`src/rtl/pipe_ctrl_pkg.sv`:
```
// Shared types for the miniRV hazard controller: FSM state encodings,
// operand-forward select codes and the register-hit compare helpers.
package pipe_ctrl_pkg;

  typedef enum logic [1:0] {
    RUN      = 2'd0,
    LU_STALL = 2'd1,
    MEM_WAIT = 2'd2,
    REDIRECT = 2'd3
  } hz_state_e;

  localparam logic [1:0] FWD_RF  = 2'd0;
  localparam logic [1:0] FWD_EX  = 2'd1;
  localparam logic [1:0] FWD_MEM = 2'd2;
  localparam logic [1:0] FWD_WB  = 2'd3;

  // x0 is hard-wired zero, so it never creates a dependency.
  function automatic logic reg_hit(
    input logic       use_rs,
    input logic [4:0] rs,
    input logic       we,
    input logic [4:0] wr
  );
    return use_rs & we & (wr == rs) & (rs != 5'd0);
  endfunction

  // h = {wb, mem, ex}; the youngest producer holds the live value.
  function automatic logic [1:0] fwd_pick(input logic [2:0] h);
    if (h[0])      return FWD_EX;
    else if (h[1]) return FWD_MEM;
    else if (h[2]) return FWD_WB;
    else           return FWD_RF;
  endfunction

endpackage

```
`src/rtl/pipe_hazard_detect.sv`:
```
// Combinational source/destination compare for the ID stage.
// In: ID sources + use flags, EX/MEM/WB dest + write flags.
// Out: hit_ex (any ID source produced by EX), hit_any, youngest fwd selects.
module pipe_hazard_detect
  import pipe_ctrl_pkg::*;
(
  input  logic [4:0] rs1_ID,
  input  logic [4:0] rs2_ID,
  input  logic       rs1_use_ID,
  input  logic       rs2_use_ID,
  input  logic [4:0] wR_EX,
  input  logic [4:0] wR_MEM,
  input  logic [4:0] wR_WB,
  input  logic       rf_we_EX,
  input  logic       rf_we_MEM,
  input  logic       rf_we_WB,
  output logic       hit_ex,
  output logic       hit_any,
  output logic [1:0] fwd_rs1_sel,
  output logic [1:0] fwd_rs2_sel
);

  logic [2:0] h1;
  logic [2:0] h2;

  assign h1[0] = reg_hit(rs1_use_ID, rs1_ID, rf_we_EX,  wR_EX);
  assign h1[1] = reg_hit(rs1_use_ID, rs1_ID, rf_we_MEM, wR_MEM);
  assign h1[2] = reg_hit(rs1_use_ID, rs1_ID, rf_we_WB,  wR_WB);
  assign h2[0] = reg_hit(rs2_use_ID, rs2_ID, rf_we_EX,  wR_EX);
  assign h2[1] = reg_hit(rs2_use_ID, rs2_ID, rf_we_MEM, wR_MEM);
  assign h2[2] = reg_hit(rs2_use_ID, rs2_ID, rf_we_WB,  wR_WB);

  assign hit_ex      = h1[0] | h2[0];
  assign hit_any     = |{h1, h2};
  assign fwd_rs1_sel = fwd_pick(h1);
  assign fwd_rs2_sel = fwd_pick(h2);

endmodule

```
`src/rtl/pipe_hazard_ctrl.sv`:
```
// Hazard/sequencing controller for the 5-stage miniRV pipeline: stage
// register enables/flushes, operand forward selects, stall/flush counters.
// Ports: cpu_clk, cpu_rst (async, active-high); ID sources/use flags;
// EX/MEM/WB dest + write flags; ld_EX, redirect_EX, dmem_ready, dmem_req_MEM.
// Outputs: *_we, ifid_flush, idex_flush, fwd_rs*_sel, state_o, stall_cnt, flush_cnt.
// Build option PIPE_FWD_EN: forwarding with load-use bubble only; otherwise
// every RAW hit stalls ID until the producer has retired.
module pipe_hazard_ctrl
  import pipe_ctrl_pkg::*;
#(
  parameter int CNT_W = 32
) (
  input  logic             cpu_clk,
  input  logic             cpu_rst,
  input  logic [4:0]       rs1_ID,
  input  logic [4:0]       rs2_ID,
  input  logic             rs1_use_ID,
  input  logic             rs2_use_ID,
  input  logic [4:0]       wR_EX,
  input  logic [4:0]       wR_MEM,
  input  logic [4:0]       wR_WB,
  input  logic             rf_we_EX,
  input  logic             rf_we_MEM,
  input  logic             rf_we_WB,
  input  logic             ld_EX,
  input  logic             redirect_EX,
  input  logic             dmem_ready,
  input  logic             dmem_req_MEM,
  output logic             pc_we,
  output logic             ifid_we,
  output logic             idex_we,
  output logic             exmem_we,
  output logic             memwb_we,
  output logic             ifid_flush,
  output logic             idex_flush,
  output logic [1:0]       fwd_rs1_sel,
  output logic [1:0]       fwd_rs2_sel,
  output logic [1:0]       state_o,
  output logic [CNT_W-1:0] stall_cnt,
  output logic [CNT_W-1:0] flush_cnt
);

  hz_state_e  state;
  hz_state_e  nxt;
  logic       hit_ex;
  logic       hit_any;
  logic [1:0] s1;
  logic [1:0] s2;
  logic       mem_wait;

  pipe_hazard_detect u_det (
    .rs1_ID      (rs1_ID),
    .rs2_ID      (rs2_ID),
    .rs1_use_ID  (rs1_use_ID),
    .rs2_use_ID  (rs2_use_ID),
    .wR_EX       (wR_EX),
    .wR_MEM      (wR_MEM),
    .wR_WB       (wR_WB),
    .rf_we_EX    (rf_we_EX),
    .rf_we_MEM   (rf_we_MEM),
    .rf_we_WB    (rf_we_WB),
    .hit_ex      (hit_ex),
    .hit_any     (hit_any),
    .fwd_rs1_sel (s1),
    .fwd_rs2_sel (s2)
  );

  assign mem_wait = dmem_req_MEM & ~dmem_ready;

`ifndef PIPE_FWD_EN
  logic unused_fwd;
  assign unused_fwd = ^{hit_ex, ld_EX, s1, s2};
`endif

  always_comb begin
    nxt         = RUN;
    pc_we       = 1'b1;
    ifid_we     = 1'b1;
    idex_we     = 1'b1;
    exmem_we    = 1'b1;
    memwb_we    = 1'b1;
    ifid_flush  = 1'b0;
    idex_flush  = 1'b0;
`ifdef PIPE_FWD_EN
    fwd_rs1_sel = s1;
    fwd_rs2_sel = s2;
`else
    fwd_rs1_sel = FWD_RF;
    fwd_rs2_sel = FWD_RF;
`endif
    if (cpu_rst) begin
      {pc_we, ifid_we, idex_we} = 3'b000;
      {exmem_we, memwb_we}      = 2'b00;
      ifid_flush  = 1'b1;
      idex_flush  = 1'b1;
      fwd_rs1_sel = FWD_RF;
      fwd_rs2_sel = FWD_RF;
    end else if (mem_wait) begin
      // Whole pipe frozen; a pending redirect stays visible in EX
      // and is taken on the release cycle.
      {pc_we, ifid_we, idex_we} = 3'b000;
      {exmem_we, memwb_we}      = 2'b00;
      nxt = MEM_WAIT;
    end else if (redirect_EX) begin
      // Wrong-path ID instr is discarded, so no data stall applies.
      ifid_flush = 1'b1;
      idex_flush = 1'b1;
      nxt        = REDIRECT;
`ifdef PIPE_FWD_EN
    end else if (hit_ex & ld_EX & (state != LU_STALL)) begin
      pc_we      = 1'b0;
      ifid_we    = 1'b0;
      idex_flush = 1'b1;
      nxt        = LU_STALL;
`else
    end else if (hit_any) begin
      pc_we      = 1'b0;
      ifid_we    = 1'b0;
      idex_flush = 1'b1;
`endif
    end
  end

  always_ff @(posedge cpu_clk or posedge cpu_rst) begin
    if (cpu_rst) begin
      state     <= RUN;
      stall_cnt <= '0;
      flush_cnt <= '0;
    end else begin
      state <= nxt;
      if (!pc_we)
        stall_cnt <= stall_cnt + CNT_W'(1);
      if (idex_flush)
        flush_cnt <= flush_cnt + CNT_W'(1);
    end
  end

  assign state_o = state;

endmodule

```
`config.mk`:
```
export PLATFORM = sky130hd
export DESIGN_NAME = pipe_hazard_ctrl
export DESIGN_NICKNAME = d
export VERILOG_FILES = /design/src/rtl/pipe_ctrl_pkg.sv /design/src/rtl/pipe_hazard_detect.sv /design/src/rtl/pipe_hazard_ctrl.sv
export SDC_FILE = /design/constraint.sdc
export NUM_CORES = 1
export LEC_CHECK = 0
export ABC_AREA = 1
export CELL_PAD_IN_SITES_DETAIL_PLACEMENT = 0
export CELL_PAD_IN_SITES_GLOBAL_PLACEMENT = 1
export CORE_MARGIN = 5
export CORE_UTILIZATION = 36
export CTS_CLUSTER_SIZE = 24
export DETAILED_ROUTE_END_ITERATION = 10
export GPL_ROUTABILITY_DRIVEN = 0
export GPL_TIMING_DRIVEN = 0
export PLACE_DENSITY = 0.79
export SYNTH_ARGS = -nofsm -noshare
export SYNTH_HDL_FRONTEND = slang
export SYNTH_SLANG_ARGS = --single-unit
```
`constraint.sdc`:
```
create_clock -name cpu_clk -period 2.9 [get_ports cpu_clk]
set_input_delay 0.58 -clock cpu_clk [delete_from_list [all_inputs] [get_ports cpu_clk]]
set_output_delay 0.58 -clock cpu_clk [all_outputs]
set_load 0.03 [all_outputs]
```
-- Yosys cells after proc, flatten, opt, wreduce, memory -nomap -nowiden
Index checks and enable logic that the tools add are counted.
- bits in registers: 66
- logic and storage cells: 50
- bits of input ports: 36
- output and inout port bits: 77
- mux-type cells: 16
- add/sub/neg operators: 2
- bitwise gates (word level): 20
- eq/ne operators: 6
- reduce and logical (&&, ||, !) cells: 3
- operators by type and width (cell ; count):
    32-bit by 1-bit adder with 32-bit output, second input constant ; 2
    5-bit == test ; 6
    1-bit bitwise AND ; 19
    1-bit two-way mux ; 13
    5-bit nonzero test ; 2
    2-bit two-way mux ; 3
    6-bit OR reduction ; 1
    1-bit inverter ; 1

-- Longest topological paths before layout
- depth in word-level cells: 8
- depth in mapped cells: 13
- mapped depth without buffers: 12

-- Cells and area by module
Synthesis repeated with hierarchy kept, for this count alone.
- cell total of the unflattened synthesis: 647
- area, all modules: 4405.5 µm²
- by module, submodules not included (module ; sequential area each (µm²) ; cells an instance ; instances ; area each (µm²)):
    pipe_hazard_ctrl ; 1651.6 ; 462 ; 1 ; 3646.0
    pipe_hazard_detect ; 0.0 ; 185 ; 1 ; 759.5

-- Worst setup path before layout
OpenSTA, ideal clock, no wires.
- path type: in2out
- from: input dmem_req_MEM
- to: output idex_we
- required time: 2.320 ns
- path buffers: 2
- arrival: 1.824 ns
- cell stages on the path: 5
- path slack: 0.496 ns
- cell sequence: inv_1 > nor2_1 > nor2_1 > clkbuf_1 > buf_4
- longest elaborated chain between the ends: 3
- RTL lines (item ; line ; text):
    start: declaration ; pipe_hazard_ctrl.sv:28 ; input logic dmem_req_MEM,
    1-bit bitwise AND ; pipe_hazard_ctrl.sv:68 ; assign mem_wait = dmem_req_MEM & ~dmem_ready;
    1-bit two-way mux (2 in series) ; - ;
    end: declaration ; pipe_hazard_ctrl.sv:31 ; output logic idex_we,
Every way passes these cells.

-- Final worst setup path
- from: input wR_MEM[1]
- to: output pc_we
- longest elaborated chain between the ends: 8
- elaborated cells between the ends (all ways): 11
- classes of those cells: 2 x eq/ne; 4 x mux; 4 x bitwise; 1 x reduce/logical
- RTL lines (item ; line ; text):
    start: declaration ; pipe_hazard_ctrl.sv:20 ; input logic [4:0] wR_MEM,
    5-bit == test ; pipe_ctrl_pkg.sv:24 ; return use_rs & we & (wr == rs) & (rs != 5'd0);
    1-bit bitwise AND (2 in series) ; pipe_ctrl_pkg.sv:24 ;
    6-bit OR reduction (*) ; pipe_hazard_detect.sv:34 ; assign hit_any = |{h1, h2};
    1-bit two-way mux (*) ; pipe_hazard_ctrl.sv:116 ; end else if (hit_any) begin
    1-bit two-way mux (*) ; pipe_hazard_ctrl.sv:104 ; end else if (redirect_EX) begin
    1-bit two-way mux (*) ; pipe_hazard_ctrl.sv:98 ; end else if (mem_wait) begin
    1-bit two-way mux (*) ; pipe_hazard_ctrl.sv:91 ; if (cpu_rst) begin
    end: declaration ; pipe_hazard_ctrl.sv:29 ; output logic pc_we,
Mark *: on every way between the ends. The rest lies on a longest branch, timed or not.

==> run_results.csv <==
group,metric,value,unit
setup_path,path_class,"in -> out",
drt,drc,0,
setup_path,endpoint_kind,"output port",
logic_synthesis,synth.most_common_cell,"nand2_1",
run,cap_viol_max_count,0,
timing,setup_viol,0,
power_and_ir_drop,p_int,2.04,mW
die,ioPinCount,113,
die,num_rows,43,
power_and_ir_drop,netSwitchingPower,1.04,mW
logic_synthesis,synth.top_cell.area_share,33.3,%
timing,max_freq,346,MHz
cts,clock_latency,330,ps
setup_path,cp-start-kind,"primary input",
logic_synthesis,ys_async_sr_fraction,100,%
logic_synthesis,synth-seq-area-share,33.3,%
timing,skew,7.05,ps
logic_synthesis,synth_common_cells,"nand2_1 (292), nand3_1 (91), dfrtp_1 (66), inv_1 (58), nor2_1 (58)",
die,dieWidth,127,um
drt,dr.pass1.iters,5,
power_and_ir_drop,p_comb_share,26.7,%
die,core_region_area,13700,um^2
drt,drt-total-wl,15000,um
cts,cts-htree-levels,3,
timing,tns,0,ps
setup_path,cp.arrival,2310,ps
place,place_area,6270,um^2
cells_and_area,antennaDiodeCount,0,
logic_synthesis,yosysUniqueCellTypes,31,
die,die_h,127,um
timing,max-slew-margin-rel,43.7,%
cells_and_area,finish.net_count,909,
cts,clockBufferDepth,2,
logic_synthesis,syn_inst,742,
status,outcome,"finished clean",
logic_synthesis,netlist_area,4960,um^2
power_and_ir_drop,switching_share,33.7,%
place,portBuffers,107,
global_route,grt_max_degree,67,
cts,numCtsBuffers,9,
cts,clock_sinks,66,
die,die-area,16200,um^2
global_route,grt_pass1_vias,4815,
timing,worstMarginPinSlew,845,ps
power_and_ir_drop,power_frac_seq,36.8,%
setup_path,cp_data_required_time,2320,ps
cells_and_area,layout-drive-gt1-share,10.6,%
cts,cts_tree,"done",
logic_synthesis,yosys_most_used_dff,"dfrtp_1",
global_route,grt_usage,18.7,%
logic_synthesis,synth-seq-cells,66,
logic_synthesis,synth_area_leaders,"dfrtp_1 (33%), nand2_1 (22%), nand3_1 (9.2%), xor2_1 (6.4%), inv_1 (4.4%)",
cts,cts_root_buffer,"clkbuf_16",
setup_path,crit_fanout,8,
drt,wl_per_cell,14.2,um
power_and_ir_drop,ir_drop,328,uV
setup_path,r2r_cells,10,
cts,clkSlewWorstSetupHoldPaths,50,ps
timing,slew_viol_final,0,
setup_path,crit_path_frequent_cell,"nand2_1",
power_and_ir_drop,p_leak,3.44,nW
cells_and_area,areaGrowthSynthToFinish,34.2,%
timing,finalHoldViolations,0,
drt,ant_nets,0,
power_and_ir_drop,power.density,463,nW/um^2
drt,vias,5100,
worst_hold_path,hold_class,"reg -> reg",
worst_hold_path,holdPathStages,2,
timing,period_share,99.7,%
place,hpwl,11500,um
timing,grt_setup_unrepaired,"true",
logic_synthesis,yosys_warnings,0,
cells_and_area,design_area,6660,um^2
global_route,grt_pass1_wl,24600,um
power_and_ir_drop,power_frac_clock,36.5,%
logic_synthesis,yosysTopAreaCell,"dfrtp_1",
setup_path,critPathSlowestCell,"clkdlybuf4s50_1",
setup_path,worst_path_largest_cell_delay,510,ps
logic_synthesis,syn_area_per_cell,6.69,um^2
drt,vias_per_cell,4.83,
drt,drt_iter0_drc,415,
timing,period_minus_slack,2890,ps
cts,cts_hold_buf,0,
setup_path,path_cells,"clkdlybuf4s50_1 -> inv_1 -> nand2_1 -> nand2_1 -> nor2_2 -> nand3_1 -> nand3_1 -> nand2_1 -> nand2_2 -> nand2_4 -> nand2_8 -> inv_1 -> buf_4 -> clkbuf_4",
die,start_util,36.2,%
global_route,gr-total-overflow,0,
global_route,grt_antenna_before_repair,0,
logic_synthesis,synth_edf_count,0,
layout make-up:
type,instances,area [um^2]
Buffer,23,158
Clock buffer,13,270
Clock inverter,2,35.0
Fill cell,1399,7060
Inverter,70,265
Multi-Input combinational cell,584,2930
Sequential cell,66,1650
Tap cell,180,225
Timing Repair Buffer,117,1130
timing repair:
action	CTS	global route
resized for setup	37	8
buffers inserted	3	7
pin swaps	2	5
endpoints found under the setup margin	7	5
metal layers:
metal | global-route usage [%] | share of wire (%) | up-vias
li1 | - | - | 2590
met1 | 25.2 | 45 | 2348
met2 | 30.0 | 48 | 141
met3 | 4.10 | 4.9 | 21
met4 | 5.55 | 1.7 | 0
met5 | 0 | 0 | -
through the flow:
| stage | hold slack (ps) | std cells | setup slack [ps] | util [%] | power (mW) |
|---|---|---|---|---|---|
| floorplan | 643 | 745 | 496 | - | 1.61 |
| global placement | 535 | 1032 | -671 | 45.7 | 1.94 |
| detailed placement | 552 | 1032 | -673 | 45.7 | 1.96 |
| CTS | 568 | 1050 | -108 | 48.1 | 3.11 |
| global route | 613 | 1055 | -118 | 48.6 | 3.25 |
| finish | 562 | 1055 | 9.96 | 48.6 | 3.08 |
placed cells by master (no fill, tap or decap), types with 2 or more instances in the layout:
cell type          n
nand2_1          292
nand3_1           91
clkdlybuf4s50_1   88
dfrtp_1           66
inv_1             57
nor2_1            53
xor2_1            36
nor3_1            28
xnor2_1           20
buf_4             18
nand4_1           15
dlygate4sd2_1     13
inv_2             12
nor2_2             9
buf_2              9
clkbuf_16          9
nand2_4            5
buf_6              5
nor2_4             4
nor4_1             4
conb_1             4
nand2_2            3
nand3_2            3
clkbuf_1           3
clkbuf_8           3
dlymetal6s2s_1     3
o21ai_1            2
nand2_8            2
nor3_4             2
nand3b_1           2
nor2_8             2
ha_1               2
cell families after synthesis:
| kind of cell | count (synthesis) | synth area share [%] |
|---|---|---|
| adders and majority gates | 2 | 0.504 |
| and+or+nand+nor | 517 | 46.8 |
| DFF | 66 | 33.3 |
| xor gates and xnor gates | 56 | 9.88 |
| buffers and inverters | 95 | 8.85 |
| AOI/OAI and AO/OA | 5 | 0.579 |
| other | 1 | 0.0755 |
state kept, by name, summed over array words and instances, names as in the netlist:
| signal | flops |
|---|---|
| flush_cnt | 32 |
| stall_cnt | 32 |
| state_o | 2 |
worst paths after layout:
path,from,to,slack (ps)
min in group asynchronous,cpu_rst,state_o[0]$_DFF_PP0_,990
hold reg to reg,flush_cnt[31]$_DFFE_PP0P_,flush_cnt[31]$_DFFE_PP0P_,560
hold / removal,flush_cnt[31]$_DFFE_PP0P_,flush_cnt[31]$_DFFE_PP0P_,560
max in group asynchronous,cpu_rst,stall_cnt[27]$_DFFE_PP0N_,1360
setup reg to reg,flush_cnt[0]$_DFFE_PP0P_,flush_cnt[22]$_DFFE_PP0P_,980
setup / recovery,wR_MEM[1],pc_we,10
critical path: cells and delay by family:
family | cells | cell delay (ps)
simple gates | 9 | 790
buf+inv | 5 | 930
power by group through the flow:
| stage | registers [mW] | clock network, mW | logic (mW) |
|---|---|---|---|
| 6_report | 1.13 | 1.13 | 0.822 |
| 4_1_cts | 1.13 | 1.16 | 0.818 |
| 3_5_place_dp | 1.14 | 0 | 0.815 |
| 3_3_place_gp | 1.14 | 0 | 0.799 |
| 5_1_grt | 1.15 | 1.20 | 0.903 |
| 2_1_floorplan | 1.25 | 0 | 0.361 |
(Power assumes the default switching activity.)
